<file path="config.mk">
export PLATFORM = sky130hd
export DESIGN_NAME = serial_negator
export DESIGN_NICKNAME = d
export VERILOG_FILES = /design/src/rtl/serial_negator.sv
export SDC_FILE = /design/constraint.sdc
export NUM_CORES = 1
export LEC_CHECK = 0
export CORE_ASPECT_RATIO = 1.4
export CORE_MARGIN = 3
export CORE_UTILIZATION = 50
export DETAILED_ROUTE_END_ITERATION = 8
export PLACE_DENSITY = 0.76
export SYNTH_ARGS = -nofsm -noshare
export SYNTH_HDL_FRONTEND = slang
export SYNTH_SLANG_ARGS = --single-unit
</file>
<file path="constraint.sdc">
create_clock -name clk -period 3.17 [get_ports clk]
set_clock_uncertainty 0.15 [all_clocks]
set_input_delay 0.4755 -clock clk [delete_from_list [all_inputs] [get_ports clk]]
set_output_delay 0.4755 -clock clk [all_outputs]
set_load 0.1 [all_outputs]
</file>
<file path="src/rtl/serial_negator.sv">
// ---------------------------------------------------------------------------
// serial_negator
//
// Bit-serial word complementer for the arithmetic datapath. A WIDTH-bit word
// arrives one bit per accepted cycle, LSB first, and leaves one cycle later,
// also LSB first, as either its two's complement (negate) or its one's
// complement (invert). When the last bit of a word goes out, the whole result
// is also presented in parallel together with an overflow flag.
//
// Negation uses the classic serial rule: copy bits up to and including the
// first 1, then invert every bit after it. A two-state FSM remembers whether
// that first 1 has been seen yet.
//
// Ports
//   clk         rising-edge clock
//   rst_n       asynchronous active-low reset
//   in_valid    in_bit is presented this cycle (always consumed)
//   in_bit      serial input data, LSB first
//   mode        0 = negate, 1 = invert; only looked at on the first bit
//   clear       synchronous abort of the word in progress
//   out_valid   out_bit is valid
//   out_bit     serial result, LSB first
//   word_valid  one-cycle pulse, word_out/ovf just updated
//   word_out    parallel result, holds until the next word_valid
//   ovf         negate of the most negative value, holds with word_out
//
// WIDTH is intended for the range 2..32.
// ---------------------------------------------------------------------------
module serial_negator #(
   parameter int WIDTH = 8
) (
   input  logic             clk,
   input  logic             rst_n,
   input  logic             in_valid,
   input  logic             in_bit,
   input  logic             mode,
   input  logic             clear,
   output logic             out_valid,
   output logic             out_bit,
   output logic             word_valid,
   output logic [WIDTH-1:0] word_out,
   output logic             ovf
);

   localparam int CNT_W = $clog2(WIDTH);
   localparam logic [CNT_W-1:0] LAST_CNT = CNT_W'(WIDTH - 1);

   typedef enum logic {
      COPY = 1'b0,
      INV  = 1'b1
   } state_e;

   state_e           state_q,      state_d;
   logic [CNT_W-1:0] bitCnt_q,     bitCnt_d;
   logic             mode_q,       mode_d;
   logic [WIDTH-1:0] shiftReg_q,   shiftReg_d;
   logic             outValid_q,   outValid_d;
   logic             outBit_q,     outBit_d;
   logic             wordValid_q,  wordValid_d;
   logic [WIDTH-1:0] wordOut_q,    wordOut_d;
   logic             ovf_q,        ovf_d;

   logic accept;
   logic firstBit;
   logic lastBit;
   logic invertMode;
   logic resultBit;
   logic ovfBit;

   // A bit is only consumed when clear is low; clear always wins, even on
   // the last bit of a word. The effective mode comes straight from the
   // input on the first bit so that bit is processed with the mode being
   // latched, and from the latched copy for the rest of the word.
   always_comb begin
      accept     = in_valid & ~clear;
      firstBit   = (bitCnt_q == '0);
      lastBit    = (bitCnt_q == LAST_CNT);
      invertMode = firstBit ? mode : mode_q;
   end

   // State register for the copy/invert FSM.
   always_ff @(posedge clk or negedge rst_n) begin
      if (!rst_n) begin
         state_q <= COPY;
      end else begin
         state_q <= state_d;
      end
   end

   // Next-state logic. In negate mode the first 1 bit moves us into INV for
   // the remainder of the word. Invert mode never leaves COPY. Every word
   // starts fresh in COPY, whether it finished normally or was aborted.
   always_comb begin
      state_d = state_q;
      if (clear) begin
         state_d = COPY;
      end else if (accept) begin
         if (lastBit) begin
            state_d = COPY;
         end else if (!invertMode && (state_q == COPY) && in_bit) begin
            state_d = INV;
         end
      end
   end

   // Output logic for the FSM: the result bit for the bit being accepted
   // and the overflow condition. Overflow can only happen when the last bit
   // is the first 1 of the word, i.e. the input was the most negative value
   // and its negation is itself.
   always_comb begin
      resultBit = in_bit;
      if (invertMode || (state_q == INV)) begin
         resultBit = ~in_bit;
      end
      ovfBit = ~invertMode & (state_q == COPY) & in_bit;
   end

   // Datapath next-state: bit counter, latched mode and the result shift
   // register. Gaps (in_valid low) leave all of these untouched. Result bits
   // enter at the MSB end so that after WIDTH shifts bit 0 of the result
   // sits at bit 0 of the register.
   always_comb begin
      bitCnt_d   = bitCnt_q;
      mode_d     = mode_q;
      shiftReg_d = shiftReg_q;
      if (clear) begin
         bitCnt_d   = '0;
         shiftReg_d = '0;
      end else if (accept) begin
         bitCnt_d   = lastBit ? '0 : bitCnt_q + CNT_W'(1);
         shiftReg_d = {resultBit, shiftReg_q[WIDTH-1:1]};
         if (firstBit) begin
            mode_d = mode;
         end
      end
   end

   // Registered outputs. The serial output follows each accepted bit by one
   // cycle. On the last bit the parallel word is taken from the shift
   // register's next value, so word_valid lines up with the final out_bit.
   // word_out and ovf keep the last completed result across aborts.
   always_comb begin
      outValid_d  = accept;
      outBit_d    = outBit_q;
      wordValid_d = accept & lastBit;
      wordOut_d   = wordOut_q;
      ovf_d       = ovf_q;
      if (accept) begin
         outBit_d = resultBit;
         if (lastBit) begin
            wordOut_d = shiftReg_d;
            ovf_d     = ovfBit;
         end
      end
   end

   // All datapath and output registers share the asynchronous reset, so a
   // reset in the middle of a word drops it immediately.
   always_ff @(posedge clk or negedge rst_n) begin
      if (!rst_n) begin
         bitCnt_q    <= '0;
         mode_q      <= 1'b0;
         shiftReg_q  <= '0;
         outValid_q  <= 1'b0;
         outBit_q    <= 1'b0;
         wordValid_q <= 1'b0;
         wordOut_q   <= '0;
         ovf_q       <= 1'b0;
      end else begin
         bitCnt_q    <= bitCnt_d;
         mode_q      <= mode_d;
         shiftReg_q  <= shiftReg_d;
         outValid_q  <= outValid_d;
         outBit_q    <= outBit_d;
         wordValid_q <= wordValid_d;
         wordOut_q   <= wordOut_d;
         ovf_q       <= ovf_d;
      end
   end

   assign out_valid  = outValid_q;
   assign out_bit    = outBit_q;
   assign word_valid = wordValid_q;
   assign word_out   = wordOut_q;
   assign ovf        = ovf_q;

endmodule

</file>
==> Word-level counts from Yosys, hierarchy flattened <==
Index checks and enable logic that the tools add are counted.
{ "totals": {"ff_bits": 25, "latchBits": 0, "ramBits": 0, "mem_bits_ro": 0, "input_bits": 6, "n_memories": 0} }
{ "op_classes": {"add_sub_neg": 1, "n_mul": 0, "n_div": 0, "n_lt_le_gt_ge": 0, "eq_ne": 1, "shifts": 0, "n_mux": 11, "n_bitwise": 8, "n_reduce_logical": 10} }
{ "op_table": {"columns": ["operator", "count"], "rows": [
  ["$mux 8", 2],
  ["$mux 3", 3],
  ["$mux 1", 6],
  ["$reduce_and 2->1", 3],
  ["$and 1x1->1", 4],
  ["$not 1->1", 4],
  ["$add 3x1->3 const B", 1],
  ["$eq 3x3->1 const B", 1],
  ["$logic_not 3->1", 1],
  ["$reduce_bool 3->1", 1],
  ["$logic_and 1x1->1", 2],
  ["$reduce_bool 2->1", 1],
  ["$logic_not 1->1", 1],
  ["$logic_or 1x1->1", 1]
]} }

==> Logic depth before layout (Yosys ltp) <==
Gate-level depths: netlist of the first run.
{ "logic_depth": {"ltp_word": 9, "ltp_mapped": 7, "ltp_nobuf": 7} }

==> Least setup slack after synthesis of the first run <==
No wires, ideal clock.
{ "synth_timing": {"path_kind": "reg2reg", "start": "register bitCnt_q[0]", "end": "register shiftReg_q[7]", "t_arrival_ns": 1.430, "setup_slack_ns": 1.496, "path_stages_with_launch": 7, "period_less_slack_ns": 1.674, "path_cell_list": "dfrtp_1 inv_1 ha_1 and3b_1 a211oi_1 ha_1 a211oi_1"} }
{ "synth_between": {"elab_chain_cells": 6} }
{ "synth_rtl": {"columns": ["item", "line_no", "rtl"], "rows": [
  ["start, declared", "54", "logic [CNT_W-1:0] bitCnt_q, bitCnt_d;"],
  ["start signal, assigned", "170", "bitCnt_q <= bitCnt_d;"],
  ["$logic_not 3->1", "76", "firstBit = (bitCnt_q == '0);"],
  ["$mux 1", null, null],
  ["$logic_or 1x1->1", "112", "if (invertMode || (state_q == INV)) begin"],
  ["$mux 1", "112", null],
  ["$mux 8", "129", "end else if (accept) begin"],
  ["$mux 8", "126", "if (clear) begin"],
  ["net shiftReg_d[7]", "56", "logic [WIDTH-1:0] shiftReg_q, shiftReg_d;"],
  ["end signal, assigned", "172", "shiftReg_q <= shiftReg_d;"],
  ["end, declared", "56", null]
]} }
The timed path passes the listed nets, and every way through them passes these cells.
A chain may end at the register's enable or synchronous reset.

==> Worst setup path in the final report of the first run <==
{ "layout_timing": {"start": "input port in_valid", "end": "register wordOut_q[1] (netlist: word_out[1])"} }
{ "layout_between": {"elab_chain_cells": 3} }
{ "layout_rtl": {"columns": ["item", "line_no", "rtl"], "rows": [
  ["start, declared", "34", "input logic in_valid,"],
  ["$and 1x1->1 *", "75", "accept = in_valid & ~clear;"],
  ["$mux 8", "129", null],
  ["$mux 8", "126", null],
  ["end signal, assigned", "176", "wordOut_q <= wordOut_d;"],
  ["end, declared", "60", "logic [WIDTH-1:0] wordOut_q, wordOut_d;"]
]} }
Every way passes the cells marked *; elsewhere a longest branch is shown, timed or not.

==> results.yml, run 1 <==
floorplan:
  rows: 19
  die-width_um: 45.0
  pin_count: 18
  die-area_um2: 2730
  die_h_um: 60.6
  core_um2: 2000
  start_util: 0.534
place:
  routabilityCongestion: 0.661
  dp_hpwl_mm: 1.23
  io_buffers: 17
cts:
  post_cts_buffers: 0
  cts_tree: "built"
  cts-root-buf: "clkbuf_4"
  clk_latency_ns: 0.29
  h-tree-depth: 1
  cts_num_sinks: 24
  post_cts_resized: 0
  postCtsHoldBufs: 0
  clk_pin_slew_ns: 0.12
  cts_inserted_buffers: 3
  clockBufferDepth: 2
sta:
  tns_ns: 0
  slew_violations: 0
  max_freq_mhz: 533
  fin_crit_ns: 1.88
  hold_viol_final: 0
  worst_pin_slew_ns: 0.455
  rsz0062_at_grt: "no"
  relSlewSlack: 0.696
  final-setup-viol-count: 0
  finalCritPeriodShare: 0.592
critical_path:
  r2r-start: "bitCnt_q[0]$_DFFE_PN0P_"
  cp_max_fo: 11
  worst_setup_path_end_kind: "flip-flop"
  cp.arrival_ns: 1.91
  r2r_end: "shiftReg_q[7]$_DFF_PN0_"
  criticalPathCategory: "in -> reg"
  r2r_cells: 6
  critPathLaunchType: "input pin"
  r2r_slack_ns: 1.32
  critPathRequiredTime_ns: 3.21
power:
  powerDensity_nw_per_um2: 442
  p_leak_nw: 0.695
  peakVddDrop_mv: 0.243
  finalPower_w: 0.000548
global_route:
  antenna_found_initial: 0
  grt_pass1_vias: 593
  grt_pass1_wl_mm: 2.78
  grt_usage: 0.141
  overflow: 0
  grt_max_degree: 25
finish:
  multi_input_area_um2: 417
  regArea_um2: 601
  layout_common_cells: "dfrtp_1 (24), buf_4 (14), mux2i_1 (10)"
  area_growth_pct: 16.3
  nNetsFinal: 107
  n_fill_cell: 170
  drive_gt1_frac: 0.284
  antenna_cells: 0
  layout_commonest_cell: "dfrtp_1"
drt:
  first_iter_violations: 0
  wl_per_cell_um: 14.0
  viasPerCell: 5.17
  finalWirelength_mm: 1.62
  route.detailed.drc: 0
  postRouteAntennaNets: 0
  dr.pass1.iters: 1
  vias: 600
logic_synthesis:
  synth_cells: 77
  ys.warnings.count: 0
  ys_ff_latch: 24
  syn_area_um2: 1070
  yosysSeqAreaShare: 0.563
  avgSynthCellArea_um2: 13.8
  syn_nets: 87
  ys_types: 19
worst_hold_path:
  min_from: "mode_q$_DFFE_PN0P_"
  hp-class: "reg -> reg"
  worstHoldEndpoint: "mode_q$_DFFE_PN0P_"
  holdPathStages: 1
run_status:
  outcome: "completed"
run:
  drv_cap: 0
metal layers:
| layer | GRT usage | share of wire | up-vias |
|---|---|---|---|
| met5 | 0 | 0 | - |
| met4 | 0.0502 | 0.010 | 0 |
| li1 | - | - | 298 |
| met1 | 0.184 | 0.43 | 290 |
| met2 | 0.225 | 0.51 | 10 |
| met3 | 0.0356 | 0.047 | 2 |
cell families after synthesis:
group,Yosys count,share of synthesized area
compound gates,5,0.0305
flops,24,0.563
simple gates,16,0.0962
buf+inv,9,0.0458
fa+ha+maj,4,0.0470
mux,19,0.217
flip-flops by register name, indices dropped and copies added (netlist names):
| register | cells |
|---|---|
| word_out | 8 |
| shiftReg_q | 7 |
| bitCnt_q | 3 |
| mode_q | 1 |
| out_bit | 1 |
| out_valid | 1 |
| ovf | 1 |
| state_q | 1 |
| word_valid | 1 |
worst max path at each step:
stage / startpoint / endpoint / slack, ns / cells after the start
4_1_cts: clear / word_out[1]$_DFFE_PN0P_ / 1.29 / 3
3_5_place_dp: in_valid / word_out[0]$_DFFE_PN0P_ / 0.97 / 4
2_1_floorplan: bitCnt_q[0]$_DFFE_PN0P_ / shiftReg_q[7]$_DFF_PN0_ / 1.50 / 6
6_report: in_valid / word_out[1]$_DFFE_PN0P_ / 1.29 / 4
3_3_place_gp: in_valid / word_out[0]$_DFFE_PN0P_ / 0.99 / 4
5_1_grt: bitCnt_q[0]$_DFFE_PN0P_ / state_q$_DFFE_PN0P_ / 1.10 / 7
where the power goes:
| group | switching [W] | internal, W |
|---|---|---|
| combinational | 0.0000662 | 0.0000319 |
| clock | 0.0000782 | 0.0000441 |
| sequential | 0.00000828 | 0.000319 |
worst max-delay path, cell delays in order:
cell and delay, ns:
clkdlybuf4s50_1 0.61, buf_4 0.26, nand3b_4 0.21, mux2_4 0.35
metrics by stage:
| step | utilization | instances | hold WS [ns] | area [um2] | setup WS, ns |
|---|---|---|---|---|---|
| after CTS | 0.621 | 116 | 0.372 | 1240 | 1.29 |
| after floorplan | - | 77 | 0.0299 | 1070 | 1.50 |
| after global placement | 0.610 | 113 | 0.322 | 1220 | 0.986 |
| after detailed placement | 0.610 | 113 | 0.343 | 1220 | 0.969 |
| final | 0.621 | 116 | 0.362 | 1240 | 1.29 |
| after global routing | 0.621 | 116 | 0.374 | 1240 | 1.10 |
synth_stat cells:
| cell type | instances | area (um2) |
|---|---|---|
| buf_4 | 2 | 15.0 |
| clkbuf_1 | 1 | 3.75 |
| or3b_1 | 1 | 8.76 |
| mux2_4 | 8 | 120 |
| nand3b_4 | 1 | 20.0 |
| a211oi_1 | 3 | 22.5 |
| and3b_1 | 1 | 8.76 |
| nor2b_1 | 1 | 6.26 |
| nor2_1 | 9 | 33.8 |
| ha_1 | 4 | 50.1 |
| a21oi_1 | 2 | 10.0 |
| inv_2 | 1 | 3.75 |
| mux2i_1 | 10 | 100 |
| buf_6 | 1 | 11.3 |
| inv_1 | 4 | 15.0 |
| mux2_1 | 1 | 11.3 |
| and4bb_1 | 1 | 12.5 |
| nand2b_1 | 2 | 12.5 |
| dfrtp_1 | 24 | 601 |
area by class of cell:
| class | instances | share of cell area |
|---|---|---|
| repair buffers | 19 | 0.125 |
| flip-flops and latches | 24 | 0.484 |
| inverters | 5 | 0.0151 |
| clock buffers | 3 | 0.0182 |
| multi-input cells | 44 | 0.336 |
| well taps | 21 | 0.0212 |
Note: power is estimated with default switching activity, not from simulation.
==> inputs of run 2 (changes only) <==
Clock period 3.17 ns to 1.8 ns, I/O delays scaled along.
==> run 2 against run 1 <==
Effect of this change:
- worst setup slack worse by 1.2 ns
- largest cell class unchanged
- design area up 22%
- critical path type is now reg -> reg
- cell count up 6.9%
- utilization up 13 points
- clock-buffer cell count unchanged
- combinational power up 130%
- largest power group unchanged
- highest routed layer unchanged
- clock power rose to 3.2 times the previous value
- routed wire length up 15%
- global-route usage up 1.0 points
==> results.yml, run 2 (synthesized netlist as in run 1, its figures left out) <==
sta:
  slew_violations: 0
  final-setup-viol-count: 0
  relSlewSlack: 0.701
  hold_ws_ns: 0.142
  hold_viol_final: 0
  finalCritPeriodShare: 0.954
  max_freq_mhz: 582
  finalWorstSetupSlack_ns: 0.0824
  worst_pin_slew_ns: 0.448
  fin_crit_ns: 1.72
power:
  peakVddDrop_mv: 0.736
  powerDensity_nw_per_um2: 789
  finalPower_w: 0.00119
  p_leak_nw: 0.796
floorplan:
  die-width_um: 45.0
  core_um2: 2000
  rows: 19
  die_h_um: 60.6
  die-area_um2: 2730
  pin_count: 18
  start_util: 0.534
finish:
  layout_common_cells: "dfrtp_1 (24), buf_12 (12), mux2i_1 (10)"
  nNetsFinal: 114
  largest_register_ffs: 8
  n_fill_cell: 133
  fin_util: 0.755
  layout_commonest_cell: "dfrtp_1"
  antenna_cells: 0
  area_growth_pct: 41.4
  drive_gt1_frac: 0.398
critical_path:
  criticalPathCategory: "reg -> reg"
  worst_setup_path_end_kind: "flip-flop"
  critPathLaunchType: "flip-flop"
  cp_max_fo: 3
  cp.arrival_ns: 1.81
  critPathRequiredTime_ns: 1.89
place:
  io_buffers: 17
  detailedPlace.worstSlack_ns: -0.0412
  routabilityCongestion: 0.750
  dp_hpwl_mm: 1.26
global_route:
  grt_pass1_wl_mm: 2.93
  antenna_found_initial: 0
  grt_pass1_vias: 620
  grt_usage: 0.151
  grt_max_degree: 25
  overflow: 0
drt:
  first_iter_violations: 6
  routed-wl-met3_um: 56
  postRouteAntennaNets: 0
  viasPerCell: 5.22
  met2WireLength_um: 953
  route.detailed.drc: 0
  wl_met1_um: 821
  dr.pass1.iters: 4
  top_layer: "met4"
  finalWirelength_mm: 1.87
  wl_per_cell_um: 15.1
  vias: 647
worst_hold_path:
  hp-class: "in -> async"
run:
  drv_cap: 0
cts:
  cts_inserted_buffers: 3
  cts_tree: "built"
  cts-root-buf: "clkbuf_4"
  clk_latency_ns: 0.32
  cts_num_sinks: 24
  clockBufferDepth: 2
  clk_pin_slew_ns: 0.13
  h-tree-depth: 1
run_status:
  outcome: "completed"
-- run 2: per-stage QoR --
stage               setup TNS (ns)  cells  area (um2)
floorplan                        0     77        1070
global placement           -0.0119    116        1390
detailed placement         -0.0901    116        1390
CTS                              0    122        1460
global route              -0.00316    124        1510
finish                           0    124        1510
-- run 2: report_power, final --
| part | leakage, nW | switching (W) | internal, W |
|---|---|---|---|
| registers | 0.321 | 0.0000199 | 0.000562 |
| clock network | 0.0279 | 0.000161 | 0.000225 |
| logic | 0.447 | 0.000126 | 0.0000948 |
-- run 2: worst paths after layout --
check / slack, ns / to / depth (start not counted) / start
worst max-delay path: 0.08 / shiftReg_q[7]$_DFF_PN0_ / 6 / bitCnt_q[0]$_DFFE_PN0P_
worst min-delay path: 0.14 / word_out[5]$_DFFE_PN0P_ / 2 / rst_n
worst max register to register: 0.08 / shiftReg_q[7]$_DFF_PN0_ / 6 / bitCnt_q[0]$_DFFE_PN0P_
worst min register to register: 0.37 / word_out[0]$_DFFE_PN0P_ / 1 / shiftReg_q[1]$_DFF_PN0_
max in group asynchronous: 1.12 / shiftReg_q[7]$_DFF_PN0_ / 2 / rst_n
min in group clk: 0.37 / word_out[0]$_DFFE_PN0P_ / 1 / shiftReg_q[1]$_DFF_PN0_
-- run 2: timing repair --
item	4_1_cts	5_1_grt
pin swaps	0	3
buffers inserted	2	1
endpoints found under the hold margin	0	0
setup endpoints to repair	2	10
resized for setup	0	7
cloned	0	1
hold buffers	0	0
-- run 2: routing by layer --
metal,vias up,track usage
met5,-,0
met4,0,0.0879
met3,4,0.0178
met2,14,0.255
met1,315,0.182
li1,314,-
-- run 2: layout make-up --
cell class / count / area, um2 / area share
inverter: 5 / 18.8 / 0.0124
clock buffer: 3 / 22.5 / 0.0149
sequential: 24 / 601 / 0.398
tap: 21 / 26.3 / 0.0174
timing repair buffer: 25 / 350 / 0.232
clock inverter: 1 / 30.0 / 0.0199
multi-input combinational: 45 / 459 / 0.305
-- run 2: critical path, cell delays in order, from the launching register on --
cell	delay, ns
dfrtp_1	0.38
inv_1	0.05
ha_2	0.18
and3b_1	0.18
a211oi_2	0.16
ha_2	0.32
a211oi_2	0.21
==> inputs of run 3 (changes only) <==
Settings changed: ABC_AREA from default to 1.
==> run 3 against run 2 <==
Effect of this change:
- design area fell by 4.6%
- flip-flop and latch count rose by 1
- clock power fell by 35%
- global-route usage rose by 3.0 points
- synthesized cell count rose by 49%
- die area rose by 0.20%
- non-clock buffer count fell by 4
- sequential share of layout area rose by 3.7 points
==> results.yml, run 3 <==
cts:
  clockBufferDepth: 2
  clk_latency_ns: 0.33
  cts_tree: "built"
  cts_inserted_buffers: 3
  clk_pin_slew_ns: 0.13
  h-tree-depth: 1
  cts-root-buf: "clkbuf_4"
  cts_num_sinks: 25
  postCtsHoldBufs: 0
critical_path:
  crit_family: "flip-flops"
  crit_start: "bitCnt_q[0]$_DFFE_PN0P_"
  worst_setup_path_end_kind: "flip-flop"
  cpPeakStageDelay_ns: 0.42
  path_common_cell: "nand2_1"
  critPathRequiredTime_ns: 1.93
  critPathLaunchType: "flip-flop"
  slowest_stage: "dfrtp_1"
  criticalPathCategory: "reg -> reg"
  r2r-start: "bitCnt_q[0]$_DFFE_PN0P_"
  cp.arrival_ns: 1.80
  cp_max_fo: 3
  r2r_end: "word_out[7]$_DFFE_PN0P_"
  r2r_cells: 10
  crit_chain: "inv_2 -> ha_2 -> nand3_2 -> a21oi_2 -> ha_1 -> inv_1 -> nand3_1 -> nand2_1 -> nand2_1 -> nand2_1"
  path_depth: 10
  path_buf_inv: 2
  r2r_slack_ns: 0.12
floorplan:
  core_um2: 2000
  rows: 19
  pin_count: 18
  die-area_um2: 2740
  die-width_um: 45.1
  die_h_um: 60.7
  start_util: 0.535
worst_hold_path:
  hp-class: "in -> async"
finish:
  layout_common_cells: "nand2_1 (50), dfrtp_1 (25), buf_12 (12)"
  regArea_um2: 626
  drive_gt1_frac: 0.225
  nNetsFinal: 149
  antenna_cells: 0
  area_growth_pct: 34.5
  layout_commonest_cell: "nand2_1"
  multi_input_area_um2: 400
  n_fill_cell: 148
run_status:
  outcome: "completed"
run:
  drv_cap: 0
logic_synthesis:
  ys.warnings.count: 0
  syn_area_um2: 1070
  synth_cells: 115
  yosys.area.top_type: "dfrtp_1"
  avgSynthCellArea_um2: 9.29
  synth_commonest_cells: "nand2_1 (51), dfrtp_1 (25), nand3_1 (10)"
  synth.most_common_cell: "nand2_1"
  ys_ff_latch: 25
  synthArstFlopShare: 1.00
  yosysSeqAreaShare: 0.585
  yosys.area.top_type_share: 0.585
  syn_nets: 125
  ys.flop_type: "dfrtp_1"
  synthTopCellsByArea: "dfrtp_1 (59%), nand2_1 (18%), ha_1 (4.7%)"
  ys_types: 16
  synth-edff-count: 0
drt:
  dr.pass1.iters: 5
  first_iter_violations: 8
  finalWirelength_mm: 2.01
  route.detailed.drc: 0
  wl_per_cell_um: 12.6
  vias: 811
  postRouteAntennaNets: 0
  viasPerCell: 5.10
sta:
  rsz0062_at_grt: "no"
  hold_viol_final: 0
  final-setup-viol-count: 0
  worst_pin_slew_ns: 0.314
  hold_ws_ns: 0.135
  finalCritPeriodShare: 0.932
  slew_violations: 0
  fin_crit_ns: 1.68
  tns_ns: 0
  relSlewSlack: 0.791
  finalWorstSetupSlack_ns: 0.123
  max_freq_mhz: 596
global_route:
  met3_usage: 0.0208
  grt_max_degree: 26
  use_met1: 0.218
  grt-busiest-layer: "met2"
  gr-usage-met2: 0.304
  overflow: 0
  grt_pass1_wl_mm: 3.47
  antenna_found_initial: 0
  grt_pass1_vias: 823
  grt_usage: 0.181
place:
  detailedPlace.worstSlack_ns: 0.0106
  routabilityCongestion: 0.769
  io_buffers: 17
  dp_hpwl_mm: 1.47
power:
  p_leak_nw: 0.798
  peakVddDrop_mv: 0.838
  powerDensity_nw_per_um2: 731
## run 3: changes by cell type in the layout (fill, tap and decap cells not counted), sizes merged, moves of 4 or more
cell and change:
buf -4, inv +5, mux2 -9, mux2i -10
nand2 +54, nand3 +10, nor2 -6, o21ai +4
## run 3: per-layer routing
metal,wire (um),vias to the layer above
met3,117,5
met2,1040,27
met4,55,0
met5,0,-
li1,-,406
met1,799,373
## run 3: area by class of cell
cell class / count / area share
sequential: 25 / 0.435
tap: 21 / 0.0183
timing repair buffer: 21 / 0.223
clock buffer: 3 / 0.0157
inverter: 10 / 0.0261
multi-input combinational: 78 / 0.279
clock inverter: 1 / 0.00348
## run 3: repair_timing
item / 4_1_cts / 5_1_grt
setup buffers: 0 / 1
gates resized for setup: 0 / 5
setup endpoints to repair: 0 / 1
## run 3: worst max-delay path by stage
stage / to / slack (ns)
detailed placement: word_out[7]$_DFFE_PN0P_ / 0.01
global placement: word_out[7]$_DFFE_PN0P_ / 0.07
CTS: word_out[7]$_DFFE_PN0P_ / 0.06
floorplan: word_out[7]$_DFFE_PN0P_ / 0.24
global route: word_out[7]$_DFFE_PN0P_ / 0.02
finish: word_out[7]$_DFFE_PN0P_ / 0.12
## run 3: kinds of logic (layout without fill, tap and decap cells)
kind of cell             Yosys count  count (layout)  synth area share
AO/OA/AOI/OAI                      6               6            0.0281
adder cells (fa/ha/maj)            4               4            0.0468
flip-flops                        25              25             0.585
AND/OR/NAND/NOR                   68              68             0.287
buffers and inverters             12              35            0.0527
## run 3: through the flow
| step | cell area [um2] | total power (W) | instances | util |
|---|---|---|---|---|
| 2_1_floorplan | 1070 | 0.000724 | 115 | - |
| 3_3_place_gp | 1390 | 0.000798 | 154 | 0.695 |
| 3_5_place_dp | 1390 | 0.000803 | 154 | 0.695 |
| 4_1_cts | 1420 | 0.00105 | 158 | 0.709 |
| 5_1_grt | 1440 | 0.00110 | 159 | 0.720 |
| 6_report | 1440 | 0.00105 | 159 | 0.720 |
## run 3: power breakdown
group | internal [W] | switching [W]
registers | 0.000584 | 0.0000175
logic | 0.0000734 | 0.000124
clock network | 0.0000835 | 0.000168
total | 0.000741 | 0.000310
